File: config.mk
export PLATFORM = sky130hd
export DESIGN_NAME = rgb_pwm_driver
export DESIGN_NICKNAME = d
export VERILOG_FILES = /design/src/rtl/rgb_pwm_pkg.sv /design/src/rtl/rgb_pwm_driver_pwm_channel.sv /design/src/rtl/rgb_pwm_driver.sv
export SDC_FILE = /design/constraint.sdc
export NUM_CORES = 1
export LEC_CHECK = 0
export CORE_ASPECT_RATIO = 1.25
export CORE_MARGIN = 5
export CORE_UTILIZATION = 45
export DETAILED_ROUTE_END_ITERATION = 8
export GPL_TIMING_DRIVEN = 0
export PLACE_DENSITY = 0.77
export SLEW_MARGIN = 10
export SYNTH_ARGS = -nofsm -noshare
export SYNTH_HDL_FRONTEND = slang
export SYNTH_SLANG_ARGS = --single-unit
File: constraint.sdc
create_clock -name clk -period 2.4 [get_ports clk]
set_input_delay 0.48 -clock clk [delete_from_list [all_inputs] [get_ports clk]]
set_output_delay 0.48 -clock clk [all_outputs]
set_load 0.02 [all_outputs]
File: src/rtl/rgb_pwm_pkg.sv
// Shared types and constants for the RGB PWM driver.
package rgb_pwm_pkg;

    localparam int PWM_STEPS = 255;

    typedef logic [7:0] duty_t;

    typedef struct packed {
        duty_t r;
        duty_t g;
        duty_t b;
    } rgb_t;

endpackage

File: src/rtl/rgb_pwm_driver_pwm_channel.sv
// One PWM colour channel: duty register, optional fade step (RGB_PWM_FADE_EN), compare flop.
module pwm_channel
    import rgb_pwm_pkg::*;
(
    input  logic  clk,
    input  logic  rst,
    input  logic  enable,
    input  logic  load,
    input  duty_t cnt,
    input  duty_t target,
    output logic  pwm
);

    duty_t duty;
    duty_t duty_next;
    duty_t duty_sel;

`ifdef RGB_PWM_FADE_EN
    // Walk one step per period toward the requested colour.
    always_comb begin
        duty_next = duty;
        if (duty < target)
            duty_next = duty + 8'd1;
        else if (duty > target)
            duty_next = duty - 8'd1;
    end
`else
    assign duty_next = target;
`endif

    // Compare against the freshly loaded value so the first tick of a period is correct.
    assign duty_sel = load ? duty_next : duty;

    always_ff @(posedge clk or posedge rst) begin
        if (rst) begin
            duty <= '0;
            pwm  <= 1'b0;
        end else if (!enable) begin
            duty <= '0;
            pwm  <= 1'b0;
        end else begin
            if (load)
                duty <= duty_next;
            pwm <= (cnt < duty_sel);
        end
    end

endmodule

File: src/rtl/rgb_pwm_driver.sv
// Three-channel PWM LED driver; owns prescaler, period counter and boundary detection.
// Optional per-period colour fading is enabled with RGB_PWM_FADE_EN.
module rgb_pwm_driver
    import rgb_pwm_pkg::*;
#(
    parameter int unsigned PRESCALE = 1
) (
    input  logic        clk,
    input  logic        rst,
    input  logic        enable,
    input  logic [23:0] light,
    output logic        pwm_r,
    output logic        pwm_g,
    output logic        pwm_b,
    output logic        period_start
);

    logic [15:0] prescaler;
    duty_t       cnt;
    logic        tick;
    logic        load;
    rgb_t        target;

    assign tick   = (prescaler == 16'(PRESCALE - 1));
    assign load   = enable && (cnt == 8'd0) && (prescaler == 16'd0);
    assign target = rgb_t'(light);

    always_ff @(posedge clk or posedge rst) begin
        if (rst) begin
            prescaler    <= '0;
            cnt          <= '0;
            period_start <= 1'b0;
        end else if (!enable) begin
            prescaler    <= '0;
            cnt          <= '0;
            period_start <= 1'b0;
        end else begin
            prescaler    <= tick ? 16'd0 : prescaler + 16'd1;
            // cnt runs 0..254 so a duty of 255 keeps the output high all period.
            if (tick)
                cnt <= (cnt == 8'(PWM_STEPS - 1)) ? 8'd0 : cnt + 8'd1;
            period_start <= load;
        end
    end

    pwm_channel u_ch_r (
        .clk    (clk),
        .rst    (rst),
        .enable (enable),
        .load   (load),
        .cnt    (cnt),
        .target (target.r),
        .pwm    (pwm_r)
    );

    pwm_channel u_ch_g (
        .clk    (clk),
        .rst    (rst),
        .enable (enable),
        .load   (load),
        .cnt    (cnt),
        .target (target.g),
        .pwm    (pwm_g)
    );

    pwm_channel u_ch_b (
        .clk    (clk),
        .rst    (rst),
        .enable (enable),
        .load   (load),
        .cnt    (cnt),
        .target (target.b),
        .pwm    (pwm_b)
    );

endmodule

==> reports/metrics.csv <==
metric;value;unit
Post-Syn Area per Cell;9.353;um2
HP Start;u_ch_b.duty[5];
Antenna diodes;0;
Worst setup SP type;flip-flop;
count leader, synth;dfrtp_1;
Clock power frac;30.8;%
R2R depth;13;
First-pass DRT Iterations;4;
Cell variety after synth;43;
FF-to-FF Start;prescaler[1];
fin crit period;2.801;ns
largest fanout on the critical path;10;
leakage;1.813;nW
Die Area;8882;um2
endpoints failing hold;0;
Worst R2R End;u_ch_b.pwm;
TritonCTS Sinks;52;
via count;2937;
Hold Path Stages;2;
Hold Path Sink;u_ch_b.duty[5];
Placed Cells incl. Taps;462;
clock slew at reported path FFs;0.10;ns
FF-to-FF setup slack;-0.40;ns
Site Rows;34;
post-DP HPWL;5.390;mm
Highest Clock Rate;0.3570;GHz
fin crit share;116.7;%
GRT Total Usage;18.66;%
post-route ant nets;0;
I/O pins;31;
worst-path cell chain;inv_1 > ha_2 > nor4b_4 > nand4_1 > buf_4 > clkbuf_8 > buf_6 > o21ai_2 > and2_4 > ha_4 > and3_4 > a2111oi_2 > o31a_1;
share of the synthesized area in the top cell type;40.80;%
drc violations;0;
Finish-stage setup viols;3;
Worst path slowest cell;dfrtp_1;
Port Buffer Count;30;
unrepaired setup endpoints after global routing;yes;
Worst VDD drop;0.3738;mV
worst-skew pair later-pin latency;0.31;ns
Worst-Margin Slew;0.5844;ns
crit path kind;flip-flop to flip-flop;
first-pass GRT wire length;13.49;mm
wire length per cell;17.58;um
gpl congestion;0.8175;
Congestion Overflow GR;0;
Setup crit end kind;flip-flop;
Gate Count Post-Synth;341;
crit path buf inv count;4;
Sw Share;27.58;%
status;finished, violations left;
die width;85.30;um
met3 Resource Use GR;2.615;%
Synth Cell Area;3189;um2
initial core utilization;45.99;%
failing checks;setup timing;
CTS tree;yes;
Slew headroom;61.04;%
Synth top cells by count;dfrtp_1, nand3_1, a21oi_1;
area grow syn2layout;33.82;%
H-tree levels;2;
Vias/cell;5.933;
global routing's busiest layer;met2;
Flop pwr share;44.6;%
Final Skew;0.004605;ns
die height;104.1;um
met2 usage in global routing;32.78;%
Yosys top cell by area;dfrtp_1;
PD cells;493.5;nW/um2
Async SR Flop Fraction;100.0;%
internal power;1.525;mW
CTS Buf Count;5;
crit-path max cell delay;0.39;ns
synth warn;0;
Syn Nets;394;
#FFs+latches synth;52;
EDFF count, synth;0;
switching pwr;0.5810;mW
sequential share of the synthesized area;40.80;%
initial antenna violation count;0;
non-filler cells, final;495;
Clock Path Buffers;2;
pin count of the biggest net entering global routing;29;
Pins Over Slew Limit;0;
wire length after detailed routing;8.704;mm
root buffer cell;clkbuf_8;
CP Data Required Time;2.65;ns
proportion of layout cells with a drive suffix above 1;25.43;%
Most used DFF post-synth;dfrtp_1;
initial detailed-routing violation count;164;
post-route setup slack;-0.4014;ns
combinational share of power;24.6;%
number of global-route vias before repair;2831;
Core ar.;6934;um2
HP Class;flip-flop to flip-flop;
nets;457;
Area contributors post-synth;dfrtp_1, ha_1, nand3_1;
met1 Use GR;22.67;%
CP Data Arrival Time;3.05;ns
Max-cap violations;0;
cell family with most CP delay;simple AND/OR/NAND/NOR gates;
Fin Hold WS;0.5310;ns
==> metrics by stage <==
| step | util, % | setup slack, ns | total power, mW | TNS [ns] | area (um2) |
|---|---|---|---|---|---|
| final | 61.55 | -0.4014 | 2.106 | -1.152 | 4268 |
| after global routing | 61.55 | -0.5404 | 2.207 | -1.562 | 4268 |
| after CTS | 57.72 | -0.3753 | 2.035 | -1.110 | 4003 |
| after detailed placement | 52.44 | -1.225 | 1.340 | -6.377 | 3636 |
| after global placement | 52.15 | -1.202 | 1.327 | -25.59 | 3616 |
| after floorplan | - | -0.1668 | 1.199 | -0.3639 | 3203 |
==> state kept, by name (all words and copies together), names as in the netlist, 8 cells and up <==
name / cells
prescaler: 16
cnt: 8
u_ch_b.duty: 8
u_ch_g.duty: 8
u_ch_r.duty: 8
==> power by group through the flow <==
| stage | clock (mW) | sequential (mW) | combinational (mW) |
|---|---|---|---|
| 2_1_floorplan | 0 | 0.966 | 0.233 |
| 3_3_place_gp | 0 | 0.958 | 0.368 |
| 3_5_place_dp | 0 | 0.959 | 0.381 |
| 4_1_cts | 0.661 | 0.938 | 0.437 |
| 5_1_grt | 0.701 | 0.944 | 0.562 |
| 6_report | 0.648 | 0.940 | 0.518 |
==> worst min-delay path, cell delays in order, from the launching register on <==
cell	delay (ns)
dfrtp_1	0.38
o21ai_2	0.06
a21oi_1	0.06
==> repair_timing <==
| action | CTS | global route |
|---|---|---|
| resized for setup | 38 | 44 |
| endpoints found under the setup margin | 3 | 3 |
| cloned | 1 | 2 |
| hold buffers | 0 | 0 |
| setup buffers | 13 | 9 |
| pin swaps | 13 | 19 |
==> layout by cell type (no fill, tap or decap), types with 11 or more instances in the layout <==
cell type	count
dfrtp_1	45
nand3_1	30
ha_4	11
xor2_1	11
o21ai_0	20
ha_1	14
nor2_1	21
o21ai_1	11
nand4_1	11
clkdlybuf4s50_1	29
nand2_1	11
a21oi_1	28
buf_4	22
and2_1	14
==> metal layers <==
layer / up-vias / wire, um
met3: 26 / 426
met4: 0 / 315
li1: 1367 / -
met2: 95 / 4585
met1: 1449 / 3376
met5: - / 0
==> cells by family after synthesis <==
| kind of cell | synth area share, % |
|---|---|
| flops | 40.80 |
| xor+xnor | 3.570 |
| mux | 0.6277 |
| buf+inv | 4.198 |
| fa+ha+maj | 10.20 |
| simple gates | 24.32 |
| compound gates | 16.28 |
==> worst max path at each step <==
stage	slack [ns]	end	start	cells past startpoint
after global placement	-1.20	u_ch_g.pwm	enable	11
after floorplan	-0.17	u_ch_b.pwm	prescaler[0]	13
final	-0.40	u_ch_b.pwm	prescaler[1]	13
after global routing	-0.54	u_ch_b.pwm	prescaler[1]	14
after CTS	-0.38	u_ch_b.pwm	prescaler[1]	13
after detailed placement	-1.23	u_ch_g.pwm	enable	11
==> final cells by class <==
| cell class | count | area [um2] |
|---|---|---|
| buffer | 18 | 147.6 |
| tap | 90 | 112.6 |
| clock buffer | 6 | 82.58 |
| sequential | 52 | 1310 |
| clock inverter | 2 | 38.79 |
| timing repair buffer | 56 | 514.2 |
| multi-input combinational | 261 | 2024 |
| inverter | 10 | 37.54 |
| fill | 543 | 2666 |
(Power assumes the default switching activity.)
